[src/rtl/dsp_mac_pipe.sv]
// Pipelined framed multiply-accumulate: out = (C + sum A*B) >>> OUT_SHIFT, one result per frame.
// Define DSP_MAC_SAT_EN to clamp out-of-range results; otherwise they are truncated.
module dsp_mac_pipe #(
    parameter int A_WIDTH   = 16,
    parameter int B_WIDTH   = 16,
    parameter int C_WIDTH   = 32,
    parameter int ACC_WIDTH = 48,
    parameter int P_WIDTH   = 16,
    parameter int OUT_SHIFT = 0,
    parameter int A_SIGNED  = 1,
    parameter int B_SIGNED  = 1,
    parameter int C_SIGNED  = 1,
    parameter int IN_REG    = 1,
    parameter int M_REG     = 1
) (
    input  logic               clk,
    input  logic               rst,
    input  logic               ce,
    input  logic               in_valid,
    input  logic               in_first,
    input  logic               in_last,
    input  logic [A_WIDTH-1:0] a_in,
    input  logic [B_WIDTH-1:0] b_in,
    input  logic [C_WIDTH-1:0] c_in,
    output logic               out_valid,
    output logic [P_WIDTH-1:0] out_p,
    output logic               out_ovf
);
    localparam int AX_W = A_WIDTH + 1;
    localparam int BX_W = B_WIDTH + 1;
    localparam int PR_W = AX_W + BX_W;
    localparam int IN_W = 2 + C_WIDTH + A_WIDTH + B_WIDTH;
    localparam int M_W  = 2 + C_WIDTH + ACC_WIDTH;

    // ---------------- input register chain ----------------
    logic [IN_W-1:0] w_in_bus;
    logic [IN_W-1:0] w_s1_bus;
    logic            w_s1_valid;

    assign w_in_bus = {in_first, in_last, c_in, a_in, b_in};

    generate
        if (IN_REG == 0) begin : g_in_bypass
            assign w_s1_bus   = w_in_bus;
            assign w_s1_valid = in_valid;
        end else begin : g_in_regs
            logic [IN_REG*IN_W-1:0] r_in_bus;
            logic [IN_REG-1:0]      r_in_vld;

            always_ff @(posedge clk) begin
                if (rst) begin
                    r_in_vld <= '0;
                end else if (ce) begin
                    r_in_vld <= IN_REG'({r_in_vld, in_valid});
                end
            end

            // Data carries no reset so it can live in the DSP A/B input registers.
            always_ff @(posedge clk) begin
                if (ce) begin
                    r_in_bus <= (IN_REG*IN_W)'({r_in_bus, w_in_bus});
                end
            end

            assign w_s1_bus   = r_in_bus[IN_REG*IN_W-1 -: IN_W];
            assign w_s1_valid = r_in_vld[IN_REG-1];
        end
    endgenerate

    // ---------------- multiplier ----------------
    logic               w_s1_first;
    logic               w_s1_last;
    logic [C_WIDTH-1:0] w_s1_c;
    logic [A_WIDTH-1:0] w_s1_a;
    logic [B_WIDTH-1:0] w_s1_b;

    assign {w_s1_first, w_s1_last, w_s1_c, w_s1_a, w_s1_b} = w_s1_bus;

    logic signed [AX_W-1:0] w_a_x;
    logic signed [BX_W-1:0] w_b_x;
    logic signed [PR_W-1:0] w_prod_full;
    logic [ACC_WIDTH-1:0]   w_prod;

    assign w_a_x       = {(A_SIGNED != 0) & w_s1_a[A_WIDTH-1], w_s1_a};
    assign w_b_x       = {(B_SIGNED != 0) & w_s1_b[B_WIDTH-1], w_s1_b};
    assign w_prod_full = w_a_x * w_b_x;

    generate
        if (PR_W >= ACC_WIDTH) begin : g_prod_trunc
            assign w_prod = w_prod_full[ACC_WIDTH-1:0];
        end else begin : g_prod_ext
            assign w_prod = {{(ACC_WIDTH-PR_W){w_prod_full[PR_W-1]}}, w_prod_full};
        end
    endgenerate

    // ---------------- product register ----------------
    logic [M_W-1:0] w_m_in_bus;
    logic [M_W-1:0] w_m_bus;
    logic           w_m_valid;

    assign w_m_in_bus = {w_s1_first, w_s1_last, w_s1_c, w_prod};

    generate
        if (M_REG == 0) begin : g_m_bypass
            assign w_m_bus   = w_m_in_bus;
            assign w_m_valid = w_s1_valid;
        end else begin : g_m_reg
            logic [M_W-1:0] r_m_bus;
            logic           r_m_vld;

            always_ff @(posedge clk) begin
                if (rst) begin
                    r_m_vld <= 1'b0;
                end else if (ce) begin
                    r_m_vld <= w_s1_valid;
                end
            end

            always_ff @(posedge clk) begin
                if (ce) begin
                    r_m_bus <= w_m_in_bus;
                end
            end

            assign w_m_bus   = r_m_bus;
            assign w_m_valid = r_m_vld;
        end
    endgenerate

    logic                 w_m_first;
    logic                 w_m_last;
    logic [C_WIDTH-1:0]   w_m_c;
    logic [ACC_WIDTH-1:0] w_m_prod;
    logic [ACC_WIDTH-1:0] w_c_ext;

    assign {w_m_first, w_m_last, w_m_c, w_m_prod} = w_m_bus;

    generate
        if (C_WIDTH == ACC_WIDTH) begin : g_c_full
            assign w_c_ext = w_m_c;
        end else begin : g_c_ext
            assign w_c_ext = {{(ACC_WIDTH-C_WIDTH){(C_SIGNED != 0) & w_m_c[C_WIDTH-1]}}, w_m_c};
        end
    endgenerate

    // ---------------- accumulator ----------------
    logic [ACC_WIDTH-1:0] r_acc;
    logic [ACC_WIDTH-1:0] w_acc_next;
    logic                 r_acc_load;

    assign w_acc_next = (w_m_first ? w_c_ext : r_acc) + w_m_prod;

    // r_acc_load marks that r_acc now holds a completed frame for the output stage.
    always_ff @(posedge clk) begin
        if (rst) begin
            r_acc      <= '0;
            r_acc_load <= 1'b0;
        end else if (ce) begin
            r_acc_load <= w_m_valid & w_m_last;
            if (w_m_valid) begin
                r_acc <= w_acc_next;
            end
        end
    end

    // ---------------- shift, range check, output register ----------------
    logic signed [ACC_WIDTH-1:0] w_shr;
    logic [ACC_WIDTH-P_WIDTH:0]  w_hi;
    logic                        w_ovf;
    logic [P_WIDTH-1:0]          w_p;

    assign w_shr = $signed(r_acc) >>> OUT_SHIFT;
    assign w_hi  = w_shr[ACC_WIDTH-1:P_WIDTH-1];
    // In range only when every bit above the result sign bit matches it.
    assign w_ovf = ~((&w_hi) | ~(|w_hi));

`ifdef DSP_MAC_SAT_EN
    always_comb begin
        w_p = w_shr[P_WIDTH-1:0];
        if (w_ovf) begin
            w_p = w_shr[ACC_WIDTH-1] ? {1'b1, {(P_WIDTH-1){1'b0}}}
                                     : {1'b0, {(P_WIDTH-1){1'b1}}};
        end
    end
`else
    assign w_p = w_shr[P_WIDTH-1:0];
`endif

    logic               r_out_valid;
    logic [P_WIDTH-1:0] r_out_p;
    logic               r_out_ovf;

    always_ff @(posedge clk) begin
        if (rst) begin
            r_out_valid <= 1'b0;
            r_out_p     <= '0;
            r_out_ovf   <= 1'b0;
        end else if (ce) begin
            r_out_valid <= r_acc_load;
            if (r_acc_load) begin
                r_out_p   <= w_p;
                r_out_ovf <= w_ovf;
            end
        end
    end

    assign out_valid = r_out_valid;
    assign out_p     = r_out_p;
    assign out_ovf   = r_out_ovf;

endmodule

[config.mk]
export PLATFORM = sky130hd
export DESIGN_NAME = dsp_mac_pipe
export DESIGN_NICKNAME = d
export VERILOG_FILES = /design/src/rtl/dsp_mac_pipe.sv
export SDC_FILE = /design/constraint.sdc
export NUM_CORES = 1
export LEC_CHECK = 0
export ABC_AREA = 1
export BUFFER_PORTS_ARGS = -buffer_cell sky130_fd_sc_hd__buf_2
export CORE_MARGIN = 8
export CORE_UTILIZATION = 55
export CTS_BUF_LIST = sky130_fd_sc_hd__clkbuf_8
export DETAILED_ROUTE_END_ITERATION = 8
export PLACE_DENSITY = 0.79
export SLEW_MARGIN = 20
export SYNTH_ARGS = -nofsm -noshare
export SYNTH_HDL_FRONTEND = slang
export SYNTH_SLANG_ARGS = --single-unit
[constraint.sdc]
create_clock -name clk -period 8.95 [get_ports clk]
set_clock_uncertainty 0.1 [all_clocks]
set_input_delay 1.79 -clock clk [delete_from_list [all_inputs] [get_ports clk]]
set_output_delay 1.79 -clock clk [all_outputs]
set_load 0.02 [all_outputs]
==> results of run 1 <==
state kept, by name, summed over array words and instances, names as in the netlist:
register            flops
g_in_regs.r_in_bus     66
g_in_regs.r_in_vld      1
g_m_reg.r_m_bus        66
g_m_reg.r_m_vld         1
out_ovf                 1
out_p                  16
out_valid               1
r_acc                  48
r_acc_load              1
cell families (layout without fill, tap and decap cells):
logic type	Yosys count	after routing	synth area share, %
flops	201	201	24.31
simple gates	1108	1108	20.67
fa+ha+maj	392	392	31.29
compound gates	264	264	6.351
xor+xnor	48	48	1.912
buf+inv	906	982	15.47
worst max-delay path, cell delays in order (launching register included):
cell                       delay [ns]
sky130_fd_sc_hd__edfxtp_1        0.84
sky130_fd_sc_hd__nand2_1         0.29
sky130_fd_sc_hd__fa_1            0.60
sky130_fd_sc_hd__inv_1           0.08
sky130_fd_sc_hd__fa_1            0.75
sky130_fd_sc_hd__inv_1           0.15
sky130_fd_sc_hd__fa_1            0.51
sky130_fd_sc_hd__fa_1            0.57
sky130_fd_sc_hd__fa_1            0.44
sky130_fd_sc_hd__fa_1            0.50
sky130_fd_sc_hd__inv_1           0.04
sky130_fd_sc_hd__ha_1            0.36
sky130_fd_sc_hd__nand2_1         0.15
sky130_fd_sc_hd__nor2_1          0.11
sky130_fd_sc_hd__inv_1           0.07
sky130_fd_sc_hd__nor2_1          0.32
sky130_fd_sc_hd__nand4_1         0.21
sky130_fd_sc_hd__nand3_1         0.19
sky130_fd_sc_hd__xor2_1          0.23
path summary, 6_finish.rpt:
| check | slack [ns] | end | startpoint | cells after the start |
|---|---|---|---|---|
| setup reg to reg | 2.21 | g_m_reg.r_m_bus[23] | g_in_regs.r_in_bus[4] | 18 |
| hold reg to reg | 0.32 | g_m_reg.r_m_bus[75] | g_in_regs.r_in_bus[59] | 0 |
| hold / removal | 0.32 | g_m_reg.r_m_bus[75] | g_in_regs.r_in_bus[59] | 0 |
| setup / recovery | 2.21 | g_m_reg.r_m_bus[23] | g_in_regs.r_in_bus[4] | 18 |
layer usage:
layer  track usage [%]  share of wire, %  vias up
met5                 0                 0        -
met1             32.09                41     8658
met2             45.56                49      612
met4             11.20               4.4        0
li1                  -                 -     8753
met3             3.594               5.8      154
Yosys cell counts, types with 2 or more instances:
| cell | n | share of area (%) |
|---|---|---|
| sky130_fd_sc_hd__a21o_1 | 10 | 0.34 |
| sky130_fd_sc_hd__a21oi_1 | 123 | 2.8 |
| sky130_fd_sc_hd__a31o_1 | 3 | 0.12 |
| sky130_fd_sc_hd__a31oi_1 | 2 | 0.057 |
| sky130_fd_sc_hd__clkbuf_1 | 85 | 1.5 |
| sky130_fd_sc_hd__clkinv_1 | 2 | 0.034 |
| sky130_fd_sc_hd__dfxtp_1 | 69 | 6.3 |
| sky130_fd_sc_hd__edfxtp_1 | 132 | 18 |
| sky130_fd_sc_hd__fa_1 | 263 | 24 |
| sky130_fd_sc_hd__ha_1 | 129 | 7.3 |
| sky130_fd_sc_hd__inv_1 | 810 | 14 |
| sky130_fd_sc_hd__inv_2 | 7 | 0.12 |
| sky130_fd_sc_hd__nand2_1 | 795 | 14 |
| sky130_fd_sc_hd__nand2_2 | 14 | 0.40 |
| sky130_fd_sc_hd__nand3_1 | 93 | 2.1 |
| sky130_fd_sc_hd__nand3_2 | 2 | 0.091 |
| sky130_fd_sc_hd__nand4_1 | 40 | 1.1 |
| sky130_fd_sc_hd__nor2_1 | 119 | 2.0 |
| sky130_fd_sc_hd__nor2_2 | 24 | 0.68 |
| sky130_fd_sc_hd__nor3_1 | 9 | 0.20 |
| sky130_fd_sc_hd__nor3_2 | 4 | 0.18 |
| sky130_fd_sc_hd__nor4_1 | 3 | 0.085 |
| sky130_fd_sc_hd__o211ai_1 | 2 | 0.068 |
| sky130_fd_sc_hd__o21a_1 | 4 | 0.14 |
| sky130_fd_sc_hd__o21ai_0 | 105 | 2.4 |
| sky130_fd_sc_hd__o21ai_1 | 7 | 0.16 |
| sky130_fd_sc_hd__o21bai_1 | 6 | 0.20 |
| sky130_fd_sc_hd__or2_2 | 4 | 0.11 |
| sky130_fd_sc_hd__xnor2_1 | 14 | 0.56 |
| sky130_fd_sc_hd__xor2_1 | 34 | 1.4 |
stage by stage:
stage          hold WS, ns  cell area [µm²]
2_1_floorplan       0.3003            21990
3_3_place_gp        0.3011            22810
3_5_place_dp        0.3045            22810
4_1_cts             0.3190            23660
5_1_grt             0.3239            23660
6_report            0.3182            23660
layout make-up:
| cell class | instances | area, µm² |
|---|---|---|
| flip-flops and latches | 201 | 5345 |
| repair buffers | 93 | 486.7 |
| multi-input cells | 1812 | 13240 |
| inverters | 819 | 3074 |
| well taps | 525 | 656.9 |
| fillers | 3586 | 15980 |
| clock inverters | 27 | 262.8 |
| clock buffers | 43 | 591.8 |
==> impl_metrics.xml, run 1 <==
<?xml version="1.0" encoding="UTF-8"?>
<metrics>
  <group name="timing">
    <metric name="finalMaxSlewViolations" unit="">0</metric>
    <metric name="grt_setup_unrepaired" unit="">false</metric>
    <metric name="period_minus_slack" unit="ns">6.740</metric>
    <metric name="timing.final.hold_violations" unit="">0</metric>
    <metric name="finalSetupTns" unit="ns">0</metric>
    <metric name="slew_headroom" unit="%">29.04</metric>
    <metric name="slew_at_the_pin_with_the_worst_max_slew_slack" unit="ns">1.064</metric>
    <metric name="fmaxAchievable" unit="GHz">0.1484</metric>
    <metric name="post-route-worst-setup-slack" unit="ns">2.210</metric>
    <metric name="min_period_over_period" unit="%">75.30</metric>
    <metric name="setup_viol" unit="">0</metric>
  </group>
  <group name="clock_network">
    <metric name="clk_transition_reported_paths" unit="ns">0.06</metric>
    <metric name="clock_sink_count" unit="">201</metric>
    <metric name="cts_max_path_buffers" unit="">3</metric>
    <metric name="cts.htree.levels" unit="">2</metric>
    <metric name="hold_buffers" unit="">0</metric>
    <metric name="root_buffer" unit="">sky130_fd_sc_hd__clkbuf_8</metric>
    <metric name="post_cts.repair.setup_buffers" unit="">0</metric>
    <metric name="tritoncts.num_buffers" unit="">38</metric>
    <metric name="clk_latency" unit="ns">0.61</metric>
    <metric name="cts_tree" unit="">built</metric>
    <metric name="post_cts_resize_count" unit="">0</metric>
  </group>
  <group name="final_layout">
    <metric name="fraction_of_layout_instances_using_a_drive_strength_above_1" unit="%">7.078</metric>
    <metric name="diodes" unit="">0</metric>
    <metric name="post-route-util" unit="%">59.69</metric>
    <metric name="post_layout_nonfiller_instances" unit="">3520</metric>
    <metric name="synth_to_layout_area_growth" unit="%">7.608</metric>
    <metric name="final_cell_mix" unit="">sky130_fd_sc_hd__inv_1, sky130_fd_sc_hd__nand2_1, sky130_fd_sc_hd__fa_1</metric>
    <metric name="number_of_nets_in_the_layout" unit="">3427</metric>
    <metric name="layout_commonest_cell" unit="">sky130_fd_sc_hd__inv_1</metric>
  </group>
  <group name="route">
    <metric name="firstDrtPassIters" unit="">6</metric>
    <metric name="drt_iter0_drc" unit="">1373</metric>
    <metric name="drt-wirelength-per-cell" unit="µm">16.87</metric>
    <metric name="final_antenna_net_count" unit="">0</metric>
    <metric name="detailroute.via_count" unit="">18180</metric>
    <metric name="drt-total-wl" unit="mm">59.39</metric>
    <metric name="vias_per_cell" unit="">5.164</metric>
    <metric name="drt_drc_violations_left" unit="">0</metric>
  </group>
  <group name="die">
    <metric name="dieHeight" unit="µm">215.9</metric>
    <metric name="row_count" unit="">73</metric>
    <metric name="boundaryPins" unit="">88</metric>
    <metric name="fp.dieArea" unit="mm²">0.04663</metric>
    <metric name="start_util" unit="%">55.47</metric>
    <metric name="design.core.area" unit="mm²">0.03964</metric>
    <metric name="die-width" unit="µm">215.9</metric>
  </group>
  <group name="worst_setup_path">
    <metric name="worst-endpoint-required" unit="ns">9.24</metric>
    <metric name="critical_path_peak_fanout" unit="">16</metric>
    <metric name="end_kind" unit="">flop</metric>
    <metric name="critPathKind" unit="">flop to flop</metric>
    <metric name="timing.critical_path.from_type" unit="">flop</metric>
    <metric name="critPathArrivalTime" unit="ns">7.03</metric>
  </group>
  <group name="placement">
    <metric name="gpl.final_weighted_congestion" unit="">0.9914</metric>
    <metric name="numPlacedInstances" unit="">3450</metric>
    <metric name="detailedPlacementHpwl" unit="mm">48.70</metric>
    <metric name="pre_cts_ws" unit="ns">2.249</metric>
    <metric name="place.port_buffers" unit="">87</metric>
  </group>
  <group name="flow_run">
    <metric name="maxCapViolations" unit="">0</metric>
  </group>
  <group name="logic_synthesis">
    <metric name="postSynthNetCount" unit="">3381</metric>
    <metric name="synth_async_sr_flop_share" unit="%">0</metric>
    <metric name="netlist_instances" unit="">2919</metric>
    <metric name="syn_area" unit="mm²">0.02199</metric>
    <metric name="synth_cell_types" unit="">35</metric>
    <metric name="ys_dominant_reg_cell" unit="">sky130_fd_sc_hd__edfxtp_1</metric>
    <metric name="synth_edf_count" unit="">132</metric>
    <metric name="avgSynthCellArea" unit="µm²">7.532</metric>
    <metric name="yosys_warnings" unit="">0</metric>
    <metric name="synth.ff_latch_count" unit="">201</metric>
    <metric name="share_of_the_yosys_chip_area_belonging_to_registers" unit="%">24.31</metric>
  </group>
  <group name="global_routing">
    <metric name="global_route_wire_length_before_repair" unit="mm">97.99</metric>
    <metric name="via_count_of_the_first_global_routing_pass" unit="">19170</metric>
    <metric name="grt-ovfl-total" unit="">0</metric>
    <metric name="grt_antenna_before_repair" unit="">0</metric>
    <metric name="global_route.usage.total" unit="%">26.11</metric>
    <metric name="grt_max_degree" unit="">63</metric>
  </group>
  <group name="worst_hold_path">
    <metric name="hold_removal_path_class" unit="">flop to flop</metric>
  </group>
  <group name="outcome">
    <metric name="run_status" unit="">complete, no violations</metric>
  </group>
</metrics>
Power of run 1 is not shown: default switching activity piles up to over one toggle a cycle in this logic, so the estimate is an artifact.
==> run 2, diff against run 1 <==
==> constraint.sdc (replaced) <==
create_clock -name clk -period 6.9 [get_ports clk]
set_clock_uncertainty 0.1 [all_clocks]
set_input_delay 1.38 -clock clk [delete_from_list [all_inputs] [get_ports clk]]
set_output_delay 1.38 -clock clk [all_outputs]
set_load 0.02 [all_outputs]
==> impl_metrics.xml, run 2 (synthesized netlist as in run 1, its figures left out) <==
<?xml version="1.0" encoding="UTF-8"?>
<metrics>
  <group name="placement">
    <metric name="gpl.final_weighted_congestion" unit="">0.9934</metric>
    <metric name="detailedPlacementHpwl" unit="mm">47.75</metric>
    <metric name="place.port_buffers" unit="">87</metric>
    <metric name="detailed_place.area" unit="mm²">0.02290</metric>
    <metric name="numPlacedInstances" unit="">3463</metric>
    <metric name="pre_cts_ws" unit="ns">0.5387</metric>
  </group>
  <group name="clock_network">
    <metric name="cts_max_path_buffers" unit="">3</metric>
    <metric name="cts_tree" unit="">built</metric>
    <metric name="clk_transition_reported_paths" unit="ns">0.06</metric>
    <metric name="hold_buffers" unit="">0</metric>
    <metric name="post_cts.repair.setup_buffers" unit="">0</metric>
    <metric name="clock_sink_count" unit="">201</metric>
    <metric name="root_buffer" unit="">sky130_fd_sc_hd__clkbuf_8</metric>
    <metric name="tritoncts.num_buffers" unit="">38</metric>
    <metric name="clk_latency" unit="ns">0.62</metric>
    <metric name="post_cts_resize_count" unit="">0</metric>
    <metric name="cts.htree.levels" unit="">2</metric>
  </group>
  <group name="worst_hold_path">
    <metric name="hold_removal_path_class" unit="">flop to flop</metric>
  </group>
  <group name="worst_setup_path">
    <metric name="critical_path_peak_fanout" unit="">16</metric>
    <metric name="ff2ff_setup_slack" unit="ns">0.49</metric>
    <metric name="critPathArrivalTime" unit="ns">6.71</metric>
    <metric name="worst-endpoint-required" unit="ns">7.20</metric>
    <metric name="timing.critical_path.from_type" unit="">flop</metric>
    <metric name="cp-startpoint" unit="">g_in_regs.r_in_bus[5]</metric>
    <metric name="r2r-end" unit="">g_m_reg.r_m_bus[23]</metric>
    <metric name="timing.critical_path.to" unit="">g_m_reg.r_m_bus[23]</metric>
    <metric name="critPathKind" unit="">flop to flop</metric>
    <metric name="end_kind" unit="">flop</metric>
    <metric name="r2r_start" unit="">g_in_regs.r_in_bus[5]</metric>
    <metric name="r2r.worst_path.cells" unit="">18</metric>
  </group>
  <group name="global_routing">
    <metric name="global_route_wire_length_before_repair" unit="mm">95.89</metric>
    <metric name="via_count_of_the_first_global_routing_pass" unit="">18960</metric>
    <metric name="grt_antenna_before_repair" unit="">0</metric>
    <metric name="global_route.usage.total" unit="%">25.50</metric>
    <metric name="grt-ovfl-total" unit="">0</metric>
    <metric name="grt_max_degree" unit="">63</metric>
  </group>
  <group name="die">
    <metric name="fp.dieArea" unit="mm²">0.04663</metric>
    <metric name="die-width" unit="µm">215.9</metric>
    <metric name="design.core.area" unit="mm²">0.03964</metric>
    <metric name="boundaryPins" unit="">88</metric>
    <metric name="dieHeight" unit="µm">215.9</metric>
    <metric name="start_util" unit="%">55.47</metric>
    <metric name="row_count" unit="">73</metric>
  </group>
  <group name="route">
    <metric name="drt_iter0_drc" unit="">1559</metric>
    <metric name="detailroute.via_count" unit="">18250</metric>
    <metric name="vias_per_cell" unit="">5.165</metric>
    <metric name="drt_drc_violations_left" unit="">0</metric>
    <metric name="drt-wirelength-per-cell" unit="µm">16.49</metric>
    <metric name="drt-total-wl" unit="mm">58.26</metric>
    <metric name="firstDrtPassIters" unit="">8</metric>
    <metric name="final_antenna_net_count" unit="">0</metric>
  </group>
  <group name="final_layout">
    <metric name="top_regs" unit="">g_in_regs.r_in_bus (66), g_m_reg.r_m_bus (66), r_acc (48)</metric>
    <metric name="fillCellCount" unit="">3636</metric>
    <metric name="post_layout_nonfiller_instances" unit="">3533</metric>
    <metric name="diodes" unit="">0</metric>
    <metric name="postLayoutCellArea" unit="mm²">0.02371</metric>
    <metric name="final_cell_mix" unit="">sky130_fd_sc_hd__inv_1, sky130_fd_sc_hd__nand2_1, sky130_fd_sc_hd__fa_1</metric>
    <metric name="synth_to_layout_area_growth" unit="%">7.853</metric>
    <metric name="layout_commonest_cell" unit="">sky130_fd_sc_hd__inv_1</metric>
    <metric name="fraction_of_layout_instances_using_a_drive_strength_above_1" unit="%">7.214</metric>
    <metric name="number_of_nets_in_the_layout" unit="">3440</metric>
  </group>
  <group name="timing">
    <metric name="fmaxAchievable" unit="GHz">0.1560</metric>
    <metric name="min_period_over_period" unit="%">92.88</metric>
    <metric name="slew_at_the_pin_with_the_worst_max_slew_slack" unit="ns">1.049</metric>
    <metric name="slew_headroom" unit="%">30.06</metric>
    <metric name="grt_setup_unrepaired" unit="">false</metric>
    <metric name="post-route-worst-setup-slack" unit="ns">0.4913</metric>
    <metric name="finalSetupTns" unit="ns">0</metric>
    <metric name="finalMaxSlewViolations" unit="">0</metric>
    <metric name="period_minus_slack" unit="ns">6.409</metric>
    <metric name="setup_viol" unit="">0</metric>
    <metric name="timing.final.hold_violations" unit="">0</metric>
  </group>
  <group name="outcome">
    <metric name="run_status" unit="">complete, no violations</metric>
  </group>
  <group name="flow_run">
    <metric name="maxCapViolations" unit="">0</metric>
  </group>
</metrics>
-- run 2: cell count changes in the layout (fill, tap and decap cells not counted), sizes merged --
cell and delta:
buf +13, clkinv +3, clkinvlp -1, inv +1, clkbuf -3
-- run 2: routing by layer --
metal | vias to the layer above | global-route usage (%) | routed length, µm
li1 | 8796 | - | -
met1 | 8575 | 31.95 | 23730
met2 | 703 | 43.59 | 27940
met3 | 173 | 3.469 | 3950
met4 | 0 | 11.43 | 2639
met5 | - | 0 | 0
-- run 2: worst min path at each step --
stage,from,end,slack [ns],cells past startpoint
2_1_floorplan,g_in_regs.r_in_bus[32],g_m_reg.r_m_bus[48],0.30,0
3_3_place_gp,g_in_regs.r_in_bus[65],g_m_reg.r_m_bus[81],0.30,0
3_5_place_dp,g_in_regs.r_in_bus[51],g_m_reg.r_m_bus[67],0.30,0
4_1_cts,g_in_regs.r_in_bus[65],g_m_reg.r_m_bus[81],0.28,0
5_1_grt,g_in_regs.r_in_bus[55],g_m_reg.r_m_bus[71],0.32,0
6_report,g_in_regs.r_in_bus[65],g_m_reg.r_m_bus[81],0.28,0
-- run 2: critical path: stages (launching register included) --
cell	delay, ns
sky130_fd_sc_hd__edfxtp_1	0.78
sky130_fd_sc_hd__nand2_1	0.23
sky130_fd_sc_hd__fa_1	0.56
sky130_fd_sc_hd__inv_1	0.08
sky130_fd_sc_hd__fa_1	0.77
sky130_fd_sc_hd__inv_1	0.15
sky130_fd_sc_hd__fa_1	0.51
sky130_fd_sc_hd__fa_1	0.57
sky130_fd_sc_hd__fa_1	0.44
sky130_fd_sc_hd__fa_1	0.49
sky130_fd_sc_hd__inv_1	0.04
sky130_fd_sc_hd__ha_1	0.37
sky130_fd_sc_hd__nand2_1	0.14
sky130_fd_sc_hd__nor2_1	0.11
sky130_fd_sc_hd__inv_1	0.07
sky130_fd_sc_hd__nor2_1	0.25
sky130_fd_sc_hd__nand4_1	0.19
sky130_fd_sc_hd__nand3_1	0.16
sky130_fd_sc_hd__xor2_1	0.21
-- run 2: per-stage QoR --
stage | util (%) | hold slack, ns
floorplan | - | 0.3003
global placement | 57.78 | 0.3017
detailed placement | 57.78 | 0.3045
CTS | 59.82 | 0.2768
global route | 59.82 | 0.3208
finish | 59.82 | 0.2778
-- run 2: cell type report --
cell class | count | area [µm²] | share of cell area [%]
clock buffers | 40 | 550.5 | 2.322
clock inverters | 30 | 260.3 | 1.097
inverters | 819 | 3074 | 12.96
multi-input cells | 1812 | 13240 | 55.84
flip-flops and latches | 201 | 5345 | 22.54
well taps | 525 | 656.9 | 2.770
repair buffers | 106 | 584.3 | 2.464
Power of run 2 is left out for the same reason.
